`config.mk`:
```
export PLATFORM = sky130hd
export DESIGN_NAME = pipe_hazard_ctrl
export DESIGN_NICKNAME = d
export VERILOG_FILES = /design/src/rtl/pipe_pkg.sv /design/src/rtl/hazard_src_match.sv /design/src/rtl/pipe_hazard_ctrl.sv
export SDC_FILE = /design/constraint.sdc
export NUM_CORES = 1
export LEC_CHECK = 0
export BUFFER_PORTS_ARGS = -buffer_cell sky130_fd_sc_hd__buf_4
export CAP_MARGIN = 0
export CORE_ASPECT_RATIO = 1.4
export CORE_UTILIZATION = 56
export CTS_BUF_LIST = sky130_fd_sc_hd__clkbuf_4 sky130_fd_sc_hd__clkbuf_8
export DETAILED_ROUTE_END_ITERATION = 10
export MAX_ROUTING_LAYER = met4
export PLACE_DENSITY = 0.85
export SYNTH_ARGS = -nofsm -noshare
export SYNTH_HDL_FRONTEND = slang
export SYNTH_HIERARCHICAL = 1
export SYNTH_SLANG_ARGS = --single-unit
```
`constraint.sdc`:
```
create_clock -name clk -period 3.1 [get_ports clk]
set_input_delay 0.155 -clock clk [delete_from_list [all_inputs] [get_ports clk]]
set_output_delay 0.155 -clock clk [all_outputs]
set_load 0.01 [all_outputs]
```
`src/rtl/pipe_pkg.sv`:
```
// Shared types and constants for the pipeline hazard/forwarding controller.
//   sb_entry_t    : one scoreboard slot {valid, destination register, is-load}
//   ctrl_mode_t   : resolved pipeline-control priority for the current cycle
//   FWD_*         : operand-source encodings for the EX-stage forward muxes
//   hazard_params_ok : elaboration-time legality check of the top parameters
package pipe_pkg;

  // Wide enough for any register file up to 256 entries. Narrower
  // addresses are zero-extended, so the unused upper bits stay constant.
  localparam int SB_RD_W = 8;

  typedef struct packed {
    logic               v;
    logic [SB_RD_W-1:0] rd;
    logic               load;
  } sb_entry_t;

  localparam sb_entry_t SB_EMPTY = '{v: 1'b0, rd: '0, load: 1'b0};

  typedef enum logic [1:0] {
    MODE_RUN      = 2'd0,
    MODE_FREEZE   = 2'd1,
    MODE_REDIRECT = 2'd2,
    MODE_LOAD_USE = 2'd3
  } ctrl_mode_t;

  localparam int FWD_RF  = 0;
  localparam int FWD_MEM = 1;
  localparam int FWD_WB  = 2;

  // LOAD_LAT >= 1 and LOAD_LAT <= DEPTH-2 together force DEPTH >= 3.
  function automatic bit hazard_params_ok(input int reg_aw, input int depth,
                                          input int load_lat);
    return (reg_aw >= 1) && (reg_aw <= SB_RD_W) && (depth >= 2) &&
           (load_lat >= 1) && (load_lat <= depth - 2);
  endfunction

endpackage

```
`src/rtl/hazard_src_match.sv`:
```
// Priority match of one source register against the forwardable part of the
// scoreboard (entries 0..DEPTH-2). The youngest producer (lowest index) wins.
// Ports:
//   sb_i       : scoreboard entries, index 0 = instruction currently in EX
//   rs_i       : source register of the instruction in ID
//   rs_used_i  : the instruction actually reads rs_i
//   hit_o      : a valid in-flight producer writes rs_i
//   idx_o      : scoreboard index of that producer
//   is_load_o  : that producer is a load
module hazard_src_match
  import pipe_pkg::*;
#(
  parameter int REG_AW = 5,
  parameter int DEPTH  = 3
) (
  input  sb_entry_t [DEPTH-2:0]        sb_i,
  input  logic [REG_AW-1:0]            rs_i,
  input  logic                         rs_used_i,
  output logic                         hit_o,
  output logic [$clog2(DEPTH)-1:0]     idx_o,
  output logic                         is_load_o
);

  localparam int IDX_W = $clog2(DEPTH);

  always_comb begin
    hit_o     = 1'b0;
    idx_o     = '0;
    is_load_o = 1'b0;
    // x0 is hard-wired to zero and never has a producer worth forwarding.
    if (rs_used_i && (rs_i != '0)) begin
      // Walk oldest to youngest so the youngest match overwrites the rest.
      for (int i = DEPTH - 2; i >= 0; i--) begin
        if (sb_i[i].v && (sb_i[i].rd == SB_RD_W'(rs_i))) begin
          hit_o     = 1'b1;
          idx_o     = IDX_W'(i);
          is_load_o = sb_i[i].load;
        end
      end
    end
  end

endmodule

```
`src/rtl/pipe_hazard_ctrl.sv`:
```
// Hazard detection and operand-forwarding controller for the pipelined RV32
// core. Tracks in-flight destination registers in a shift scoreboard, issues
// EX-aligned registered forward selects, and drives the front-end stall,
// flush and bubble controls combinationally from the ID-stage instruction.
// Ports:
//   clk, rst                : pipeline clock, asynchronous active-low reset
//   id_*                    : decoded fields of the instruction in ID
//   ex_redirect             : taken branch/jump resolved in EX this cycle
//   ext_stall               : freeze the whole pipeline
//   pc_stall, ifid_hold     : hold PC / IF-ID register
//   ifid_flush, idex_bubble : squash IF-ID / inject NOP into ID-EX
//   fwd_a, fwd_b            : EX operand source, 0 = regfile, k = k stages ahead
//   stall_cycles            : saturating count of load-use stall cycles
module pipe_hazard_ctrl
  import pipe_pkg::*;
#(
  parameter int REG_AW   = 5,
  parameter int DEPTH    = 3,
  parameter int LOAD_LAT = 1,
  parameter int CNT_W    = 16
) (
  input  logic                     clk,
  input  logic                     rst,
  input  logic                     id_valid,
  input  logic [REG_AW-1:0]        id_rs1,
  input  logic [REG_AW-1:0]        id_rs2,
  input  logic                     id_rs1_used,
  input  logic                     id_rs2_used,
  input  logic [REG_AW-1:0]        id_rd,
  input  logic                     id_regwrite,
  input  logic                     id_is_load,
  input  logic                     ex_redirect,
  input  logic                     ext_stall,
  output logic                     pc_stall,
  output logic                     ifid_hold,
  output logic                     ifid_flush,
  output logic                     idex_bubble,
  output logic [$clog2(DEPTH)-1:0] fwd_a,
  output logic [$clog2(DEPTH)-1:0] fwd_b,
  output logic [CNT_W-1:0]         stall_cycles
);

  localparam int FW = $clog2(DEPTH);
  // The WB slot (entry DEPTH-1) is never forwarded from because the regfile
  // writes before it reads, so only entries 0..DEPTH-2 are stored.
  localparam int SB_N = DEPTH - 1;

  if (!hazard_params_ok(REG_AW, DEPTH, LOAD_LAT)) begin : g_param_check
    $error("pipe_hazard_ctrl: illegal REG_AW/DEPTH/LOAD_LAT combination");
  end

  sb_entry_t [SB_N-1:0] sb_q, sb_d;
  logic [FW-1:0]        fwd_a_q, fwd_a_d;
  logic [FW-1:0]        fwd_b_q, fwd_b_d;
  logic [CNT_W-1:0]     cnt_q, cnt_d;

  logic          hit_a, hit_b;
  logic [FW-1:0] idx_a, idx_b;
  logic          ld_a, ld_b;
  logic          haz_a, haz_b;
  logic          load_use;
  ctrl_mode_t    mode;

  hazard_src_match #(
    .REG_AW (REG_AW),
    .DEPTH  (DEPTH)
  ) u_match_rs1 (
    .sb_i      (sb_q),
    .rs_i      (id_rs1),
    .rs_used_i (id_rs1_used),
    .hit_o     (hit_a),
    .idx_o     (idx_a),
    .is_load_o (ld_a)
  );

  hazard_src_match #(
    .REG_AW (REG_AW),
    .DEPTH  (DEPTH)
  ) u_match_rs2 (
    .sb_i      (sb_q),
    .rs_i      (id_rs2),
    .rs_used_i (id_rs2_used),
    .hit_o     (hit_b),
    .idx_o     (idx_b),
    .is_load_o (ld_b)
  );

  // Only the youngest producer matters: an older load shadowed by a younger
  // ALU write of the same register is not a hazard.
  assign haz_a    = hit_a && ld_a && (int'(idx_a) < LOAD_LAT);
  assign haz_b    = hit_b && ld_b && (int'(idx_b) < LOAD_LAT);
  assign load_use = id_valid && (haz_a || haz_b);

  always_comb begin
    if (ext_stall) begin
      mode = MODE_FREEZE;
    end else if (ex_redirect) begin
      mode = MODE_REDIRECT;
    end else if (load_use) begin
      mode = MODE_LOAD_USE;
    end else begin
      mode = MODE_RUN;
    end
  end

  always_comb begin
    pc_stall    = 1'b0;
    ifid_hold   = 1'b0;
    ifid_flush  = 1'b0;
    idex_bubble = 1'b0;
    unique case (mode)
      MODE_FREEZE: begin
        pc_stall  = 1'b1;
        ifid_hold = 1'b1;
      end
      MODE_REDIRECT: begin
        ifid_flush  = 1'b1;
        idex_bubble = 1'b1;
      end
      MODE_LOAD_USE: begin
        pc_stall    = 1'b1;
        ifid_hold   = 1'b1;
        idex_bubble = 1'b1;
      end
      default: ;
    endcase
  end

  always_comb begin
    sb_d    = sb_q;
    fwd_a_d = fwd_a_q;
    fwd_b_d = fwd_b_q;
    cnt_d   = cnt_q;
    if (mode != MODE_FREEZE) begin
      for (int i = SB_N - 1; i > 0; i--) begin
        sb_d[i] = sb_q[i-1];
      end
      sb_d[0] = SB_EMPTY;
      fwd_a_d = '0;
      fwd_b_d = '0;
      if ((mode == MODE_RUN) && id_valid) begin
        if (id_regwrite && (id_rd != '0)) begin
          sb_d[0] = '{v: 1'b1, rd: SB_RD_W'(id_rd), load: id_is_load};
        end
        // Producer at entry i sits i+1 stages ahead of the consumer once
        // the consumer reaches EX next cycle.
        if (hit_a) fwd_a_d = FW'(FWD_MEM) + idx_a;
        if (hit_b) fwd_b_d = FW'(FWD_MEM) + idx_b;
      end
      if ((mode == MODE_LOAD_USE) && (cnt_q != '1)) begin
        cnt_d = cnt_q + CNT_W'(1);
      end
    end
  end

  always_ff @(posedge clk or negedge rst) begin
    if (!rst) begin
      sb_q    <= '0;
      fwd_a_q <= '0;
      fwd_b_q <= '0;
      cnt_q   <= '0;
    end else begin
      sb_q    <= sb_d;
      fwd_a_q <= fwd_a_d;
      fwd_b_q <= fwd_b_d;
      cnt_q   <= cnt_d;
    end
  end

  assign fwd_a        = fwd_a_q;
  assign fwd_b        = fwd_b_q;
  assign stall_cycles = cnt_q;

endmodule

```
Yosys cells after proc, flatten, opt, wreduce, memory -nomap -nowiden --
Cells that the tools add are included.
Operators by class: eq/ne operators 9, order comparisons 2, multiplexer cells 30, add/sub/neg operators 3, reductions and logical operators 22
Operators by type and width (count):
- $eq A8 B5 Y1 | 4
- $mux W10 | 2
- $mux W1 | 19
- $mux W2 | 9
- $add A16 B1 Y16 const B | 1
- $ne A16 B16 Y1 const B | 1
- $reduce_bool A5 Y1 | 3
- $logic_and A1 B1 Y1 | 14
- $add A1 B2 Y2 const A | 2
- $eq A2 B2 Y1 const B | 2
- $lt A2 B1 Y1 const B | 2
- $reduce_or A2 Y1 | 2
- $eq A2 B1 Y1 const B | 1
- $logic_not A2 Y1 | 1
- $ne A2 B1 Y1 const B | 1
- $reduce_and A2 Y1 | 1
- $logic_or A1 B1 Y1 | 1
Storage, ports and cells: bits in registers 40, word-level logic and storage cells 75

Longest topological paths before layout --
word-level depth 15, gate-level depth with buffers 10, mapped depth without buffers 10

Cells and area by module --
Netlist, hierarchy kept.
By module, submodules not included:
- pipe_hazard_ctrl | seq. area each 850.8 sq um, cells each 129, area an instance 1680.4 sq um, times used 1
- hazard_src_match | seq. area each 0.0 sq um, cells each 26, area an instance 202.7 sq um, times used 2

Worst setup path after synthesis --
No wires, ideal clock.
path type register to register, from register sb_q[19] in the netlist's numbering, to register sb_q[1] in the netlist's numbering, path buffers 0, cell stages (with the launch flop) 10, arrival time 2.604 ns, path slack 0.429 ns, path through dfrtp_1 -> or4b_1 -> or4_4 -> nor2b_2 -> inv_1 -> ha_1 -> and3_1 -> nor4b_4 -> o311a_2 -> a22o_1
Between the ends: longest elaborated chain between the ends 14, elaborated cells between the ends (all ways) 35, classes of those cells 2 x order compare; 1 x eq/ne; 22 x mux; 10 x reduce/logical
Ends and longest elaborated chain:
- start: declaration | line pipe_hazard_ctrl.sv:52 | sb_entry_t [SB_N-1:0] sb_q, sb_d;
- start signal: assignment | line pipe_hazard_ctrl.sv:158 | sb_q <= '0;
- start signal: assignment | line pipe_hazard_ctrl.sv:163 | sb_q <= sb_d;
- $logic_and A1 B1 Y1 * | line hazard_src_match.sv:34 | if (sb_i[i].v && (sb_i[i].rd == SB_RD_W'(rs_i))) begin
- $mux W1 * (2 in series) | line hazard_src_match.sv:34
- $mux W2 * | line hazard_src_match.sv:31 | if (rs_used_i && (rs_i != '0)) begin
- via idx_b[0] | line pipe_hazard_ctrl.sv:58 | logic [FW-1:0] idx_a, idx_b;
- $lt A2 B1 Y1 * | line pipe_hazard_ctrl.sv:91 | assign haz_b = hit_b && ld_b && (int'(idx_b) < LOAD_LAT);
- $logic_and A1 B1 Y1 * | line pipe_hazard_ctrl.sv:91
- $logic_or A1 B1 Y1 * | line pipe_hazard_ctrl.sv:92 | assign load_use = id_valid && (haz_a || haz_b);
- $logic_and A1 B1 Y1 * | line pipe_hazard_ctrl.sv:92
- $mux W2 * | line pipe_hazard_ctrl.sv:99 | end else if (load_use) begin
- $mux W2 * | line pipe_hazard_ctrl.sv:97 | end else if (ex_redirect) begin
- $mux W2 * | line pipe_hazard_ctrl.sv:95 | if (ext_stall) begin
- $logic_not A2 Y1 | line pipe_hazard_ctrl.sv:141 | if ((mode == MODE_RUN) && id_valid) begin
- $logic_and A1 B1 Y1 | line pipe_hazard_ctrl.sv:141
- $mux W10 | line pipe_hazard_ctrl.sv:141
The timed path passes the listed nets; every way through them passes the cells marked *. A chain may end at the register's enable or synchronous reset.

Worst setup path in the final report --
Same ends and word-level chain as after synthesis.

==> flow_metrics.tcl <==
set metrics [dict create \
    leakagePower_uw 0.00119 \
    pwr-share-clk 0.424 \
    met2_usage 0.489 \
    cp_slowest_cell "or4_4" \
    postSynthAreaPerCell_sq_um 11.5 \
    comb_power_share 0.104 \
    first_pass_iters 4 \
    synth_fa_ha_area_frac 0.0180 \
    swShare 0.240 \
    avgRoutedWirePerCell_um 16.6 \
    vias_per_cell 5.74 \
    dpl.cell_count 275 \
    min_period_over_period 0.933 \
    cts_setup_buffers 0 \
    worst_ep_required_time_ps 3330 \
    p_per_area_mw_per_mm2 371 \
    numCtsBuffers 5 \
    critPathLaunch "sb_q[19]$_DFFE_PN0P_" \
    ff2ff_setup_slack_ps 210 \
    finalHoldViolations 0 \
    vias 1629 \
    die-area_sq_mm 0.00398 \
    ir_worst_vdd_mv 0.402 \
    drtAntennaViolNets 0 \
    drive_gt1_frac 0.348 \
    grt_pass1_vias 1654 \
    synth_largest_area_cell "dfrtp_1" \
    slew_headroom 0.663 \
    fin_tns_setup_ps 0 \
    clock_path_buffers 2 \
    grtUsageMet1 0.275 \
    hp-class "primary input to flip-flop" \
    coreArea_sq_mm 0.00347 \
    grt_busiest_layer "met2" \
    area_growth_pct 26.2 \
    internal_power_uw 743 \
    synth.area.top_cells "dfrtp_1, xnor2_1, mux2_2, a2111oi_4, xor2_1" \
    ys_warn_count 6 \
    ys_types 44 \
    synth_compound_area_frac 0.171 \
    grtUsageTotal 0.274 \
    die_h_um 74.2 \
    critPathKind "flip-flop to flip-flop" \
    start_kind "flip-flop" \
    netlist.area_leader.share 0.408 \
    synth-simple-area-share 0.182 \
    antenna-diode-count 0 \
    ys_ff_latch 34 \
    nNetsFinal 270 \
    cts_root_buffer "clkbuf_8" \
    p_switching_uw 235 \
    rr_startpoint "sb_q[19]$_DFFE_PN0P_" \
    clk_latency_ps 290 \
    routed_wirelength_mm 4.72 \
    post_synth_xor_area_fraction 0.147 \
    worst_pin_slew_ps 504 \
    gp_congestion 0.888 \
    io_pins 48 \
    arrival_ps 3120 \
    worstReg2RegEnd "sb_q[1]$_DFFE_PN0P_" \
    rsz0062_at_grt "false" \
    syn_inst 181 \
    max_freq_ghz 0.346 \
    dieWidth_um 53.6 \
    row_count 25 \
    worstPathCellList "or4b_1 -> or4_4 -> nor2b_2 -> inv_1 -> ha_1 -> and3_1 -> nor4b_4 -> o311a_2 -> a22o_1" \
    syn_area_sq_mm 0.00209 \
    use_met3 0.0573 \
    cp_slowest_stage_delay_ps 550 \
    critPathMaxFanout 7 \
    setup_viol 0 \
    synth_top_family_by_area "simple AND/OR/NAND/NOR gates" \
    fin_crit_ps 2890 \
    cts_tree "done" \
    drtIter0Drc 16 \
    crit_end "sb_q[1]$_DFFE_PN0P_" \
    cap_violations 0 \
    status "complete, no violations" \
    synth.mux.area_fraction 0.0432 \
    htreeDepth 2 \
    grt-ovfl-total 0 \
    yosysSeqAreaShare 0.408 \
    start_util 0.601 \
    clock_skew_ps 8.13 \
    reg2reg_depth 9 \
    drv_slew 0 \
    layoutNonFillerInstCount 284 \
    cts.clk_slew.worst_paths_ps 80 \
    hpwl_mm 3.59 \
    io_buffer_count 47 \
    pwr-share-seq 0.472 \
    grt_first_pass_wirelength_mm 7.46 \
    crit_path_end_kind "flip-flop" \
    grt_start_max_net_pins 35 \
    drcViolationCount 0 \
    antenna_found_initial 0 \
    cts.sinks 34 \
]
==> kinds of logic after synthesis <==
family          after synthesis
simple gates                 51
flops                        34
compound gates               36
xor+xnor                     35
other cells                   3
mux                           8
buf+inv                      11
fa+ha+maj                     3
==> flip-flops by register name, indices dropped and copies added, names as in the netlist <==
register and cells:
fwd_b 2, sb_q 14, stall_cycles 16, fwd_a 2
==> power by group through the flow <==
stage          clock (uW)  sequential (uW)  combinational [uW]
6_report              414              461                 102
5_1_grt               442              463                 112
4_1_cts               423              461                 102
3_5_place_dp            0              470                 101
3_3_place_gp            0              470                98.4
2_1_floorplan           0              467                51.5
==> layout make-up <==
cell class	instances	area [sq um]
Clock buffer	5	68.8
Clock inverter	3	45.0
Fill cell	251	841
Inverter	6	22.5
Multi-Input combinational cell	147	1220
Sequential cell	34	851
Tap cell	40	50.0
Timing Repair Buffer	49	370
==> cell usage after synthesis (all sizes together) <==
cell type and instances:
o2bb2ai 2, o21bai 1, a211o 1, nand2 5
dfrtp 34, a2111oi 4, conb 3, o311a 1
a22o 6, o211ai 2, mux2 8, a21oi 2
nor3 2, and4 4, clkbuf 1, a32o 4
xnor2 28, or2 3, o2111ai 2, or3 1
a211oi 1, xor2 7, ha 3, and2 2
buf 4, nand4 10, inv 6, nor2 2
and3 6, or4 4, o21ai 8, nor2b 2
nand3 5, or4b 2, a21o 2, nor4b 3
==> timing repair <==
item	4_1_cts	5_1_grt
endpoints found under the hold margin	34	0
hold buffers	1	0
resized for setup	0	2
setup endpoints to repair	0	4
==> how the worst min path moves through the flow <==
stage / startpoint / endpoint / slack (ps) / depth (start not counted)
after global placement: rst / sb_q[13]$_DFFE_PN0P_ / 120 / 1
after floorplan: rst / fwd_a[0]$_DFFE_PN0P_ / -140 / 0
after detailed placement: rst / sb_q[13]$_DFFE_PN0P_ / 130 / 1
after global routing: id_rd[1] / sb_q[2]$_DFFE_PN0P_ / 70 / 2
final: id_rd[2] / sb_q[3]$_DFFE_PN0P_ / 80 / 2
after CTS: id_rd[2] / sb_q[3]$_DFFE_PN0P_ / 80 / 2
==> metrics by stage <==
stage,cell area [sq um],setup slack (ps),hold slack [ps],total power (uW),util
floorplan,2130,429,-141,518,-
global placement,2510,265,124,568,0.722
detailed placement,2510,222,131,571,0.722
CTS,2630,166,77.3,987,0.758
global route,2630,84.9,73.3,1020,0.758
finish,2630,207,83.9,977,0.758
==> layer usage <==
layer  routed length, um  part of all wire
met1                1860              0.39
met2                2580              0.55
met3                 155             0.033
met4                 126             0.027
met5                   0                 0
==> critical path, delay by kind of cell, from the launching register on <==
kind | cells | cell delay, ps
buffers and inverters | 1 | 60
AO/OA/AOI/OAI | 2 | 500
adder cells (fa/ha/maj) | 1 | 210
flip-flops | 1 | 390
AND/OR/NAND/NOR | 5 | 1680
==> cell usage in the layout (no fill, tap or decap), types with 2 or more instances in the layout <==
cell,instances
clkinvlp_4,2
or2_2,2
and4_1,3
or4b_1,2
nor2_1,2
and2_1,2
o2bb2ai_2,2
a21o_1,2
nor3_1,2
xor2_1,7
o21ai_0,5
ha_1,3
inv_1,6
a21oi_1,2
nor4b_1,2
a32o_1,4
mux2_2,8
a2111oi_4,3
nand4_1,6
dfrtp_1,34
or4_4,2
or4_1,2
o2111ai_1,2
clkbuf_8,5
nand3_1,5
nor2b_2,2
nand2_1,5
buf_4,48
conb_1,14
and3_1,6
xnor2_1,28
o21ai_1,2
o211ai_1,2
nand4_2,4
a22o_1,6
No activity file was read; power rests on OpenSTA's default activity.
